<file path="config.mk">
export PLATFORM = sky130hd
export DESIGN_NAME = alu_op_issue
export DESIGN_NICKNAME = d
export VERILOG_FILES = /design/src/rtl/alu_op_issue.sv
export SDC_FILE = /design/constraint.sdc
export NUM_CORES = 1
export LEC_CHECK = 0
export CORE_MARGIN = 2
export CORE_UTILIZATION = 25
export DETAILED_ROUTE_END_ITERATION = 6
export SETUP_SLACK_MARGIN = 0.15
export SKIP_CTS_REPAIR_TIMING = 1
export SYNTH_ARGS = -nofsm -noshare
export SYNTH_HDL_FRONTEND = slang
export SYNTH_SLANG_ARGS = --single-unit
</file>
<file path="constraint.sdc">
create_clock -name Clk -period 2.6 [get_ports Clk]
set_input_delay 0.52 -clock Clk [delete_from_list [all_inputs] [get_ports Clk]]
set_output_delay 0.52 -clock Clk [all_outputs]
set_load 0.1 [all_outputs]
</file>
<file path="src/rtl/alu_op_issue.sv">
// alu_op_issue: decodes a MIPS instruction plus operands into {ALUControl, A, B}
// and issues it through a 2-entry valid/ready skid buffer toward EX.
// Ports: Clk, Reset_n (async, active-low), Flush; InValid/InReady, Instr,
//   RsData, RtData in; OutValid/OutReady, ALUControl, A, B, IssueCount out.
// Optional macro ALU_ILLEGAL_TRAP_EN adds sticky IllegalOp output.
module alu_op_issue #(
    parameter int SHAMT_W = 5,
    parameter int DEPTH   = 2
) (
    input  logic        Clk,
    input  logic        Reset_n,
    input  logic        Flush,
    input  logic        InValid,
    output logic        InReady,
    input  logic [31:0] Instr,
    input  logic [31:0] RsData,
    input  logic [31:0] RtData,
    output logic        OutValid,
    input  logic        OutReady,
    output logic [4:0]  ALUControl,
    output logic [31:0] A,
    output logic [31:0] B,
`ifdef ALU_ILLEGAL_TRAP_EN
    output logic        IllegalOp,
`endif
    output logic [15:0] IssueCount
);

    localparam logic [4:0] C_NONE = 5'b00000, C_ADD = 5'b00001;
    localparam logic [4:0] C_SUB  = 5'b00010, C_MUL = 5'b00011;
    localparam logic [4:0] C_SLL  = 5'b00100, C_SRL = 5'b00101;
    localparam logic [4:0] C_AND  = 5'b00110, C_OR  = 5'b00111;
    localparam logic [4:0] C_XOR  = 5'b01000, C_BGEZ = 5'b01011;
    localparam logic [4:0] C_BEQ  = 5'b01100, C_NOR = 5'b01101;
    localparam logic [4:0] C_SLT  = 5'b01110, C_BNE = 5'b01111;
    localparam logic [4:0] C_BGTZ = 5'b10000, C_BLEZ = 5'b10001;
    localparam logic [4:0] C_BLTZ = 5'b10010;

    logic [5:0]  op, fn;
    logic [4:0]  rt_f;
    logic [31:0] sext, zext, shamt, rs_sh;
    logic [4:0]  dec_c;
    logic [31:0] dec_a, dec_b;

    assign op    = Instr[31:26];
    assign fn    = Instr[5:0];
    assign rt_f  = Instr[20:16];
    assign sext  = {{16{Instr[15]}}, Instr[15:0]};
    assign zext  = {16'h0000, Instr[15:0]};
    assign shamt = {{(32-SHAMT_W){1'b0}}, Instr[6 +: SHAMT_W]};
    assign rs_sh = {{(32-SHAMT_W){1'b0}}, RsData[SHAMT_W-1:0]};

    // Illegal encodings fall through with all-zero op/operands.
    always_comb begin
        dec_c = C_NONE;
        dec_a = '0;
        dec_b = '0;
        unique case (op)
            6'h00: begin
                dec_a = RsData;
                dec_b = RtData;
                unique case (fn)
                    6'h20, 6'h21: dec_c = C_ADD;
                    6'h22:        dec_c = C_SUB;
                    6'h24:        dec_c = C_AND;
                    6'h25:        dec_c = C_OR;
                    6'h26:        dec_c = C_XOR;
                    6'h27:        dec_c = C_NOR;
                    6'h2A:        dec_c = C_SLT;
                    6'h00, 6'h02: begin
                        dec_c = (fn == 6'h00) ? C_SLL : C_SRL;
                        dec_a = RtData;
                        dec_b = shamt;
                    end
                    6'h04, 6'h06: begin
                        dec_c = (fn == 6'h04) ? C_SLL : C_SRL;
                        dec_a = RtData;
                        dec_b = rs_sh;
                    end
                    default: begin
                        dec_a = '0;
                        dec_b = '0;
                    end
                endcase
            end
            6'h1C: if (fn == 6'h02) begin
                dec_c = C_MUL;
                dec_a = RsData;
                dec_b = RtData;
            end
            6'h08, 6'h09, 6'h20, 6'h21, 6'h23, 6'h28, 6'h29, 6'h2B: begin
                dec_c = C_ADD;
                dec_a = RsData;
                dec_b = sext;
            end
            6'h0A: begin
                dec_c = C_SLT;
                dec_a = RsData;
                dec_b = sext;
            end
            6'h0C, 6'h0D, 6'h0E: begin
                dec_c = (op == 6'h0C) ? C_AND :
                        (op == 6'h0D) ? C_OR : C_XOR;
                dec_a = RsData;
                dec_b = zext;
            end
            6'h0F: begin
                dec_c = C_SLL;
                dec_a = zext;
                dec_b = 32'd16;
            end
            6'h04, 6'h05: begin
                dec_c = (op == 6'h04) ? C_BEQ : C_BNE;
                dec_a = RsData;
                dec_b = RtData;
            end
            6'h06, 6'h07: begin
                dec_c = (op == 6'h07) ? C_BGTZ : C_BLEZ;
                dec_a = RsData;
            end
            6'h01: begin
                if (rt_f == 5'd1) begin
                    dec_c = C_BGEZ;
                    dec_a = RsData;
                end else if (rt_f == 5'd0) begin
                    dec_c = C_BLTZ;
                    dec_a = RsData;
                end
            end
            default: dec_c = C_NONE;
        endcase
    end

    logic [1:0]  cnt_q, cnt_d;
    logic        vld_q, rdy_q;
    logic [4:0]  c_q, sc_q;
    logic [31:0] a_q, b_q, sa_q, sb_q;
    logic [15:0] iss_q;
    logic        acc, pop, ld_main, ld_skid, mv_skid;

    assign acc = InValid & rdy_q;
    assign pop = vld_q & OutReady;

    always_comb begin
        cnt_d   = cnt_q;
        ld_main = 1'b0;
        ld_skid = 1'b0;
        mv_skid = 1'b0;
        if (Flush) begin
            cnt_d = 2'd0;
        end else begin
            unique case (cnt_q)
                2'd0: if (acc) begin
                    cnt_d   = 2'd1;
                    ld_main = 1'b1;
                end
                2'd1: begin
                    if (acc && pop) begin
                        ld_main = 1'b1;
                    end else if (acc) begin
                        cnt_d   = 2'd2;
                        ld_skid = 1'b1;
                    end else if (pop) begin
                        cnt_d = 2'd0;
                    end
                end
                2'd2: if (pop) begin
                    cnt_d   = 2'd1;
                    mv_skid = 1'b1;
                end
                default: cnt_d = 2'd0;
            endcase
        end
    end

    always_ff @(posedge Clk or negedge Reset_n) begin
        if (!Reset_n) begin
            cnt_q <= 2'd0;
            vld_q <= 1'b0;
            rdy_q <= 1'b1;
            c_q   <= '0;
            a_q   <= '0;
            b_q   <= '0;
            sc_q  <= '0;
            sa_q  <= '0;
            sb_q  <= '0;
            iss_q <= '0;
        end else begin
            cnt_q <= cnt_d;
            vld_q <= (cnt_d != 2'd0);
            rdy_q <= (int'(cnt_d) < DEPTH);
            if (pop) iss_q <= iss_q + 16'd1;
            if (ld_main) begin
                c_q <= dec_c;
                a_q <= dec_a;
                b_q <= dec_b;
            end else if (mv_skid) begin
                c_q <= sc_q;
                a_q <= sa_q;
                b_q <= sb_q;
            end
            if (ld_skid) begin
                sc_q <= dec_c;
                sa_q <= dec_a;
                sb_q <= dec_b;
            end
        end
    end

`ifdef ALU_ILLEGAL_TRAP_EN
    // Every legal decode yields a nonzero op code.
    logic ill_q;
    always_ff @(posedge Clk or negedge Reset_n) begin
        if (!Reset_n)
            ill_q <= 1'b0;
        else if (acc && !Flush && dec_c == C_NONE)
            ill_q <= 1'b1;
    end
    assign IllegalOp = ill_q;
`endif

    assign InReady    = rdy_q;
    assign OutValid   = vld_q;
    assign ALUControl = c_q;
    assign A          = a_q;
    assign B          = b_q;
    assign IssueCount = iss_q;

endmodule

</file>
# After elaboration in Yosys (flattened, before gate mapping)
# Index checks and enable logic that the tools add are counted.
[totals]
in_bits = 101
register_bits = 158
latch_bits = 0
romBits = 0
n_memories = 0
mem_bits_rw = 0
[classes]
add_sub_neg = 1
n_shift = 0
n_lt_le_gt_ge = 1
n_eq_ne = 33
mul = 0
bitwise = 2
reduce_logical = 18
div = 0
muxes = 42
[op_table]
columns = ["op", "n"]
rows = [
  ["two-way mux 32 bit", 8],
  ["one-hot mux 32 bit (6 select lines)", 1],
  ["one-hot mux 32 bit (5 select lines)", 1],
  ["one-hot mux 32 bit (3 select lines)", 1],
  ["== test 6 bit (second input constant)", 14],
  ["one-hot mux 32 bit (2 select lines)", 1],
  ["one-hot mux 5 bit (9 select lines)", 1],
  ["== test 6 x 4 -> 1 bit (second input constant)", 7],
  ["== test 6 x 3 -> 1 bit (second input constant)", 6],
  ["one-hot mux 4 bit (9 select lines)", 1],
  ["two-way mux 5 bit", 4],
  ["adder 16 x 1 -> 16 bit (second input constant)", 1],
  ["two-way mux 2 bit", 8],
  ["OR reduction 16 bit", 1],
  ["OR reduction 8 bit", 2],
  ["zero test 6 bit", 2],
  ["two-way mux 1 bit", 12],
  ["OR reduction 2 bit", 5],
  ["OR reduction 9 bit", 1],
  ["two-way mux 4 bit", 2],
  ["== test 6 x 1 -> 1 bit (second input constant)", 1],
  ["== test 6 x 2 -> 1 bit (second input constant)", 1],
  ["== test 6 x 5 -> 1 bit (second input constant)", 1],
  ["one-hot mux 2 bit (3 select lines)", 1],
  ["other kinds (12)", 14],
]

# Longest topological paths before layout
[depth]
ltp_word = 7
depth_mapped = 10

# Worst setup path after synthesis
# No wires, ideal clock.
[synth_path]
path_kind = "flip-flop to flip-flop"
startpoint = "reg vld_q (netlist: OutValid)"
endpoint = "reg c_q[0] (netlist: ALUControl[0])"
stages_incl_launch_ff = 8
required_ns = 2.465
setup_time_ns = 0.135
t_arrival_ns = 2.510
path_buffers = 2
synth_period_minus_slack_ns = 2.645
path_slack_ns = -0.045
cell_sequence = "dfrtp_1 nand2_1 nor3_1 nor2_1 clkbuf_1 buf_1 a22oi_1 o21ai_0"
[synth_via]
elab_chain_cells = 6
elab_cells_between_ends = 10
classes_between = "7 x mux; 1 x bitwise; 2 x reduce/logical"
[synth_rtl]
columns = ["item", "line", "source"]
rows = [
  ["start: declaration", "135", "logic vld_q, rdy_q;"],
  ["start signal: assignment", "190", "vld_q <= (cnt_d != 2'd0);"],
  ["AND 1 bit (*)", "142", "assign pop = vld_q & OutReady;"],
  ["logical AND 1 bit", "158", "if (acc && pop) begin"],
  ["two-way mux 1 bit", "158", ""],
  ["one-hot mux 1 bit (2 select lines)", "152", "unique case (cnt_q)"],
  ["two-way mux 1 bit", "149", "if (Flush) begin"],
  ["two-way mux 5 bit or nonzero test 2 bit (tied branches)", "n/a", ""],
  ["end signal: assignment", "198", "c_q <= sc_q;"],
  ["end: declaration", "136", "logic [4:0] c_q, sc_q;"],
]
# Every way passes the cells marked *; elsewhere a longest branch is shown, timed or not.
# A chain may end at the register's enable or synchronous reset.

# Worst setup path after layout
[layout_path]
startpoint = "in Instr[17]"
endpoint = "reg a_q[20] (netlist: A[20])"
[layout_via]
elab_chain_cells = 5
elab_cells_between_ends = 6
classes_between = "1 x eq/ne; 4 x mux; 1 x reduce/logical"
[layout_rtl]
columns = ["item", "line", "source"]
rows = [
  ["start: declaration", "15", "input logic [31:0] Instr,"],
  ["zero test 5 bit", "125", "end else if (rt_f == 5'd0) begin"],
  ["two-way mux 32 bit", "125", ""],
  ["two-way mux 32 bit (*)", "122", "if (rt_f == 5'd1) begin"],
  ["one-hot mux 32 bit (5 select lines) (*)", "58", "unique case (op)"],
  ["two-way mux 32 bit (*)", "193", "if (ld_main) begin"],
  ["end signal: assignment", "199", "a_q <= sa_q;"],
  ["end: declaration", "137", "logic [31:0] a_q, b_q, sa_q, sb_q;"],
]
# Marked as above.

==> results.cfg <==
[status]
status = finished clean

[critical_path]
regToRegEndpoint = A[27]
crit_buf_inv = 1
rr_startpoint = InReady
startpoint_type = input pin
r2r_setup_slack_ns = 0.61
worstSetupEndpointType = flip-flop
crit_required_ns = 2.96
worstPathArrival_ns = 2.72
path_cells = clkdlybuf4s50_1 -> or3b_4 -> or4b_4 -> a41oi_2 -> or3_4 -> and2_4 -> a221o_1
crit_type = input pin to flip-flop
r2r_cells = 7
critPathTopFamily = simple AND/OR/NAND/NOR gates
path_max_fanout = 8
cp_slowest_cell = or4b_4
slowest_delay_ns = 0.53

[finish]
drive_gt1_share_pct = 23.2
final_area_sq_um = 10800
nNetsFinal = 1075
mostFrequentLayoutCell = dfrtp_1
antenna_cells = 0
final_cell_mix = 156 x dfrtp_1, 147 x buf_4, 92 x clkdlybuf4s50_1
layout.cells.non_filler = 1375
fillers = 3022
area_delta_synth_final_pct = 45.3

[timing]
worst_pin_slew_ns = 0.538
hold_violations = 0
setup_viol = 0
slew_headroom_pct = 63.9
min_period_over_period_pct = 90.7
worst_slack_ns = 0.241
finalSetupTns_ns = 0
rsz0062_at_grt = false
finalMaxSlewViolations = 0
fmax_mhz = 424
fin_crit_ns = 2.36
fin_worst_skew_ns = 0.0160

[yosys]
syn_avg_cell_area_sq_um = 9.88
synth.cell_area_sq_um = 7440
synth_edf_count = 0
ys_seq_elements = 158
ys_warn_count = 0
synth_simple_gate_area_share_pct = 12.6
synth_cell_types = 59
synth_ff_type = dfrtp_1
synth_fa_ha_area_share_pct = 0.168
syn_nets = 855
synth_compound_area_share_pct = 26.6
synth_top_family_by_area = compound AO/OA/AOI/OAI gates
synth_xor_xnor_area_share_pct = 1.88
ys_seq_area_share_pct = 53.2
synth_cells = 753
async_flop_share_pct = 100
muxShareOfSynthArea_pct = 1.67

[power_and_ir_drop]
p_switching_mw = 3.76
seqPwrFrac_pct = 37.1
clkPwrFrac_pct = 28.7
p_int_mw = 5.58
leakagePower_nw = 4.71
power_density_nw_per_um2 = 865
vdd_drop_max_mv = 0.412
netSwitchingFraction_pct = 40.3
combPwrFrac_pct = 34.2

[floorplan]
die_x_microns = 176
dieArea_sq_um = 31100
die_h_microns = 176
initial_core_util_pct = 25.2
num_rows = 63
ios = 188
core_area_sq_um = 29500

[grt]
antenna_found_initial = 0
first_global_vias = 6859
grt_max_degree = 70
track_usage_pct = 16.0
grt_remaining_overflow = 0
grt_pass1_wl_mm = 38.8

[route]
drtIter0Drc = 571
vias_per_cell = 5.00
drc_errors = 0
vias = 6870
post_drt_wl_per_cell_microns = 18.3
drt-total-wl_mm = 25.2
drt_pass1_iterations = 6
ant_nets = 0

[clocking]
cts_tree = done
clockRootBuffer = clkbuf_16
cts.clk_slew.worst_paths_ns = 0.07
insertion_delay_ns = 0.42
htreeDepth = 4
cts_buffers = 17
cts_sinks = 158
clockBufferDepth = 2

[worst_hold_path]
hold_class = input pin to asynchronous set/reset pin

[flow_run]
max_cap_violations = 0

[placement]
pre_cts_slack_ns = -0.417
gp_congestion = 0.802
placedCellCount = 1342
place_area_sq_um = 10100
io_buffers = 182
dp_hpwl_mm = 16.8
[cells in the mapped netlist, drive strengths merged, types with 4 or more instances]
master  count  area (sq um)
dfrtp     157          3930
nor2       80           300
nand2      79           297
o21ai      75           375
a21oi      63           315
clkbuf     44           165
a22o       34           298
a221oi     33           289
a22oi      33           248
a221o      16           160
buf        16          96.3
xnor2      14           123
a222oi     12           120
nand3      10          50.1
nor3        9          45.0
mux2        8          93.8
inv         7          26.3
nand2b      7          43.8
and2        5          33.8
o21a        4          30.0
[flip-flops by register name (all words and copies together), names as in the netlist]
register,count
sc_q,5
ALUControl,5
B,32
sa_q,32
IssueCount,16
cnt_q,2
InReady,1
OutValid,1
A,32
sb_q,32
[metal layers]
metal	vias to the layer above	GRT usage (%)	share of wire, %
li1	3247	-	-
met1	3386	21.8	46
met2	229	25.6	47
met3	8	4.22	6.9
met4	0	3.68	0.52
met5	-	0	0
[stage by stage]
stage          util, %  hold WS (ns)  total power, mW
2_1_floorplan        -         0.224             5.70
3_3_place_gp      34.3         0.460             6.65
3_5_place_dp      34.3         0.466             6.70
4_1_cts           36.4        0.0174             9.42
5_1_grt           36.7        0.0281             9.81
6_report          36.7        0.0201             9.34
[how the worst max path moves through the flow]
stage                   start            end  slack, ns  cells past startpoint
floorplan             InReady  ALUControl[0]       0.23                      9
global placement    Instr[26]          A[16]      -0.35                      7
detailed placement  Instr[26]       sa_q[18]      -0.42                      8
CTS                 Instr[26]       sa_q[18]       0.03                      8
global route         Instr[0]  ALUControl[3]       0.17                      8
finish              Instr[17]          A[20]       0.24                      7
[layout make-up]
type	instances	area, sq um	share of cell area (%)
clock buffers	18	439	4.06
clock inverters	13	178	1.64
inverters	7	26.3	0.243
multi-input cells	529	3290	30.4
flip-flops and latches	158	3960	36.6
well taps	390	488	4.52
repair buffers	260	2430	22.4
[kinds of logic after synthesis]
group                      count (synthesis)
and+or+nand+nor                          212
xor gates and xnor gates                  16
muxes                                     11
DFF                                      158
buffers and inverters                     67
adders and majority gates                  1
AOI/OAI and AO/OA                        288
[power groups by stage]
stage / combinational, mW / sequential [mW] / clock [mW]
2_1_floorplan: 0.807 / 4.89 / 0
3_3_place_gp: 3.16 / 3.48 / 0
3_5_place_dp: 3.19 / 3.50 / 0
4_1_cts: 3.20 / 3.46 / 2.76
5_1_grt: 3.40 / 3.55 / 2.87
6_report: 3.19 / 3.47 / 2.68
(Power assumes the default switching activity.)
==> RTL edit 1 (config.mk and constraints unchanged) <==
The option `ALU_ILLEGAL_TRAP_EN` is turned on by a define.
--- a/src/rtl/alu_op_issue.sv
+++ b/src/rtl/alu_op_issue.sv
@@ -5,2 +5,4 @@
 // Optional macro ALU_ILLEGAL_TRAP_EN adds sticky IllegalOp output.
+`define ALU_ILLEGAL_TRAP_EN
+
 module alu_op_issue #(
Function (old outputs only; new: IllegalOp): same outputs for any inputs over 4 cycles, from zero or initial values and one cycle with Reset_n low; that may be too few to reach the edited logic, so the function may still have changed.
==> RTL edit 1 against the original RTL <==
- the flow now finishes with violations (hold timing)
- area after synthesis is 5.5% higher
- sequential cell count is 1 higher
- critical path type unchanged
- cell count rose by 5.7%
- largest cell class unchanged
- worst setup slack better by 0.086 ns
- die area is 5.4% higher
- final area up 2.6%
- combinational power grew 87%
- worst hold slack got worse by 0.022 ns
- total power grew 33%
- wire length rose by 12%
- first-iteration DRC count is 30% higher
- register-to-register slack better by 0.02 ns
- clock power decreased by 8.6%
==> RTL edit 1: results (changes against the original RTL) <==
global-route wire length before repair 43.8 mm (+13%); Starting DRT DRC Count 742 (+30%); worst reg-to-reg path cell count 6 (-1); crit-path max FO 24 (+16); antenna diode count 0 (unchanged); Syn Nets 943 (+10%); Layout Cells excl Fill 1453 (+5.7%); Distinct cells, synth 52 (-12%); Final Skew 0.00866 ns (-0.00737 ns); Initial DRT Pass Iterations 5 (-1); sequential cell area fraction in the yosys report 50.7% (-2.4 points); status complete, but fails checks; Total Routing Usage GR 17.2% (+1.1 points); number of global-route vias before repair 7517 (+9.6%); Final #Nets 1146 (+6.6%); # fillers 3146 (+4.1%); failing checks hold timing; Fin. Hold Viols 3 (+3); P_sw 6.18 mW (+64%); hold slack -0.00163 ns (-0.0217 ns); synth cell count leaders dfrtp_1, nor2_1, a31oi_1, o21ai_0; WL/cell 19.5 microns (+6.4%); post-place setup slack -0.161 ns (+0.255 ns); launch point of the worst path Instr[27]; slowest cell on the critical path or4b_1; Buffers on Ports 183 (+0.55%); Leak 4.47 nW (-5.1%); largest net degree at the start of global routing 49 (-30%); final RePlAce weighted congestion 0.856 (+6.7%); total placed cells including tap cells 1421 (+5.9%); vias post-DR 7749 (+13%); synthesized area per cell 9.33 sq um (-5.6%); Final HPWL DP 19.9 mm (+18%); critical path arrival 2.61 ns (-0.11 ns)
RTL edit 1: changes by cell type after synthesis, moves of 14 or more:
cell | unedited run | this run
a221o_1 | 16 | 0
buf_2 | 8 | 23
o31ai_1 | 1 | 35
a22oi_1 | 33 | 19
nand2_1 | 79 | 45
a22o_1 | 34 | 0
o22ai_1 | 1 | 19
or4_1 | 0 | 34
a31oi_1 | 0 | 101
a221oi_1 | 33 | 18
a21oi_1 | 63 | 25
nor2_1 | 80 | 115
RTL edit 1: worst paths after layout:
check / to / slack (ns)
worst min register to register: IssueCount[15]$_DFFE_PN0P_ / 0.47
min in group Clk: InReady$_DFF_PN1_ / 0.39
worst max register to register: B[28]$_DFFE_PN0P_ / 0.63
max in group asynchronous: IssueCount[5]$_DFFE_PN0P_ / 1.95
worst min-delay path: sa_q[17]$_DFFE_PN0P_ / -0.002
worst max-delay path: A[5]$_DFFE_PN0P_ / 0.33
RTL edit 1: critical path, delay by kind of cell:
family / cells / cell delay (ns)
xor gates and xnor gates: 1 / 0.11
buffers and inverters: 3 / 0.83
and+or+nand+nor: 1 / 0.52
AOI/OAI and AO/OA: 3 / 0.61
RTL edit 1: metal layers:
metal  part of all wire, %  global-route usage [%]
met1                    46                    24.2
met2                    46                    26.8
met3                   6.1                    3.27
met4                   1.5                    4.85
met5                     0                       0
RTL edit 1: power by group through the flow:
stage / Combinational (mW) / Sequential, mW / Clock, mW
after floorplan: 1.27 / 7.12 / 0
after global placement: 5.95 / 4.03 / 0
after detailed placement: 5.99 / 4.06 / 0
after CTS: 6.00 / 4.02 / 2.49
after global routing: 6.25 / 4.15 / 2.60
final: 5.97 / 4.02 / 2.45
RTL edit 1: final cells by class:
type | instances | area share [%]
Clock buffer | 17 | 3.84
Multi-Input combinational cell | 595 | 32.2
Sequential cell | 159 | 35.9
Tap cell | 396 | 4.47
Inverter | 11 | 0.372
Clock inverter | 15 | 1.22
Timing Repair Buffer | 260 | 22.0
RTL edit 1: cell families after synthesis:
group	count (synthesis)	share of synthesized area, %
flip-flops	159	50.7
multiplexers	7	0.973
buffers and inverters	87	4.55
AND/OR/NAND/NOR	260	16.6
adder cells (fa/ha/maj)	1	0.159
XOR/XNOR	17	1.90
AO/OA/AOI/OAI	310	25.1
RTL edit 1: through the flow:
| step | TNS (ns) | instance area [sq um] | hold WS (ns) |
|---|---|---|---|
| after floorplan | 0 | 7850 | 0.224 |
| after global placement | -3.80 | 10500 | 0.457 |
| after detailed placement | -7.28 | 10500 | 0.460 |
| after CTS | 0 | 11100 | 0.00287 |
| after global routing | 0 | 11100 | 0.0107 |
| final | 0 | 11100 | -0.00163 |
==> RTL edit 2 (same flow settings) <==
Made on the original files. Register the output `IssueCount` once more, cleared by the reset; this adds one clock of latency there. The other outputs are not delayed to match.
--- a/src/rtl/alu_op_issue.sv
+++ b/src/rtl/alu_op_issue.sv
@@ -226,3 +226,9 @@
     assign B          = b_q;
-    assign IssueCount = iss_q;
+    always_ff @(posedge Clk or negedge Reset_n) begin
+        if (!Reset_n) begin
+            IssueCount <= '0;
+        end else begin
+            IssueCount <= iss_q;
+        end
+    end
 
Function: changed (Yosys sat finds a counterexample within 4 cycles, from zero or initial values and one cycle with Reset_n low).
==> RTL edit 2 against the original RTL <==
- die area rose by 8.4%
- non-clock buffer count rose by 7
- worst hold slack improved by 0.0070 ns
- wire length rose by 7.5%
- final area rose by 5.5%
- critical endpoint is now B[2]$_DFFE_PN0P_
- cell count fell by 0.58%
- sequential cell count rose by 16
- area after synthesis rose by 8.6%
- via count rose by 3.4%
- largest cell class unchanged
- fmax fell by 1.0%
- worst setup slack got worse by 0.024 ns
- total power rose by 4.0%
==> RTL edit 2: results (changes against the original RTL) <==
status finished, final reports clean; Top Layer Used met4; Buffers on Ports 182 (unchanged); Synthesis Warnings 0 (unchanged); global-route wire length before repair 42.1 mm (+8.4%); largest net degree at the start of global routing 60 (-14%); dominant cells by area after synthesis dfrtp_1, a221o_1, a22o_1; WL met3 1.73 mm (-1.5%); htree depth 4 (unchanged); met3 usage 3.78% (-0.44 points); Distinct cells, synth 60 (+1.7%); critical path arrival 2.70 ns (-0.02 ns); total placed cells including tap cells 1333 (-0.67%); met1 GRT Util 23.2% (+1.4 points); Final #Nets 1053 (-2.0%); slowest stage delay, CP 0.58 ns (+0.05 ns); final setup margin 0.217 ns (-0.0242 ns); layout cells sized above 1 24.4% (+1.1 points); TritonCTS buffer count 17 (unchanged); clock latency on the worst-skew pair 0.44 ns (+0.02 ns); synth cell count leaders dfrtp_1, a221o_1, nor2_1, nand2_1, a22o_1; Clock Path Buffers 2 (unchanged); initial antenna violation count 0 (unchanged); Initial DRT Pass Iterations 5 (-1); Max-slew headroom 63.3% (-0.57 points); vias per std cell 5.20 (+4.0%); number of global-route vias before repair 6923 (+0.93%); Final Skew 0.0114 ns (-0.00461 ns); Final HPWL DP 19.2 mm (+14%); Starting DRT DRC Count 564 (-1.2%); post-place setup slack -0.417 ns (-0.000556 ns); Hold Path Class primary input to asynchronous set/reset pin; Met1 Wirelength 12.5 mm (+8.5%); Layout Cells excl Fill 1367 (-0.58%); Clock transition at path regs 0.07 ns (about the same); metal2 WL 12.4 mm (+4.8%); Max Transition Viols Final 0 (unchanged); Leak 5.32 nW (+13%); clk root buf clkbuf_16; final RePlAce weighted congestion 0.866 (+8.0%); FF-to-FF setup slack 0.57 ns (-0.04 ns); # fillers 3175 (+5.1%); ys flop type dfrtp_1; slowest cell on the critical path clkdlybuf4s50_1; fraction of registers with async set/reset 100% (unchanged); Syn Nets 828 (-3.2%); Post-Route WL 27.1 mm (+7.5%); Total Routing Usage GR 16.3% (+0.25 points); P_sw 3.96 mW (+5.2%); sequential cell area fraction in the yosys report 53.9% (+0.76 points); peak supply drop 576 uV (+40%); synthesized area per cell 11.1 sq um (+13%); M2 GR Usage 24.3% (-1.2 points); crit-path max FO 7 (-1)
==> RTL edit 2: cell types whose count changed in the layout (fill, tap and decap cells not counted), moves of 14 or more <==
cell      change
a221o_1      +53
a21oi_1      -41
a21o_1       +39
nand2_1      -29
o21ai_0      -26
a221oi_1     -18
dfrtp_1      +17
o21ai_1      -14
==> RTL edit 2: logic make-up (layout without fill, tap and decap cells) <==
| kind of cell | Yosys count | in the layout | share of synthesized area [%] |
|---|---|---|---|
| AND/OR/NAND/NOR | 175 | 175 | 10.4 |
| other | 0 | 1 | 0 |
| multiplexers | 6 | 6 | 0.837 |
| buffers and inverters | 66 | 304 | 4.06 |
| AO/OA/AOI/OAI | 288 | 288 | 28.9 |
| flip-flops | 174 | 174 | 53.9 |
| adder cells (fa/ha/maj) | 1 | 1 | 0.155 |
| XOR/XNOR | 16 | 16 | 1.74 |
==> RTL edit 2: cell type report <==
type                    instances  area (sq um)  area share (%)
diodes                          1          2.50          0.0220
clock buffers                  18           439            3.85
clock inverters                14           168            1.47
inverters                       5          18.8           0.165
multi-input cells             486          3460            30.4
flip-flops and latches        174          4360            38.2
well taps                     402           503            4.41
repair buffers                267          2450            21.5
==> RTL edit 2: power by group through the flow <==
stage	sequential [mW]	clock [mW]	combinational [mW]
floorplan	5.21	0	0.857
global placement	3.75	0	3.31
detailed placement	3.76	0	3.35
CTS	3.72	2.72	3.35
global route	3.80	2.86	3.52
finish	3.73	2.65	3.33
==> RTL edit 2: final timing paths <==
path                                             to  cells past startpoint                   from
min reg2reg                IssueCount[15]$_DFF_PN0_                      0  iss_q[15]$_DFFE_PN0P_
min                         IssueCount[0]$_DFF_PN0_                      1                Reset_n
max reg2reg                       B[11]$_DFFE_PN0P_                      5      InReady$_DFF_PN1_
max in group asynchronous       sc_q[2]$_DFFE_PN0P_                      2                Reset_n
min in group Clk           IssueCount[15]$_DFF_PN0_                      0  iss_q[15]$_DFFE_PN0P_
max                                B[2]$_DFFE_PN0P_                      8               Instr[4]
==> RTL edit 2: metrics by stage <==
step | hold WS (ns) | setup TNS, ns | utilization (%) | power (mW) | cell area [sq um]
after detailed placement | 0.384 | -32.99 | 33.9 | 7.11 | 10700
after global routing | 0.0561 | 0 | 35.9 | 10.2 | 11400
after global placement | 0.384 | -32.23 | 33.9 | 7.06 | 10700
final | 0.0271 | 0 | 35.9 | 9.71 | 11400
after floorplan | 0.224 | 0 | - | 6.07 | 8080
after CTS | 0.0308 | 0 | 35.8 | 9.80 | 11300
==> RTL edit 2: critical path, delay by kind of cell <==
family | cells | cell delay (ns)
and+or+nand+nor | 2 | 0.26
buffers and inverters | 3 | 0.90
AOI/OAI and AO/OA | 3 | 1.00
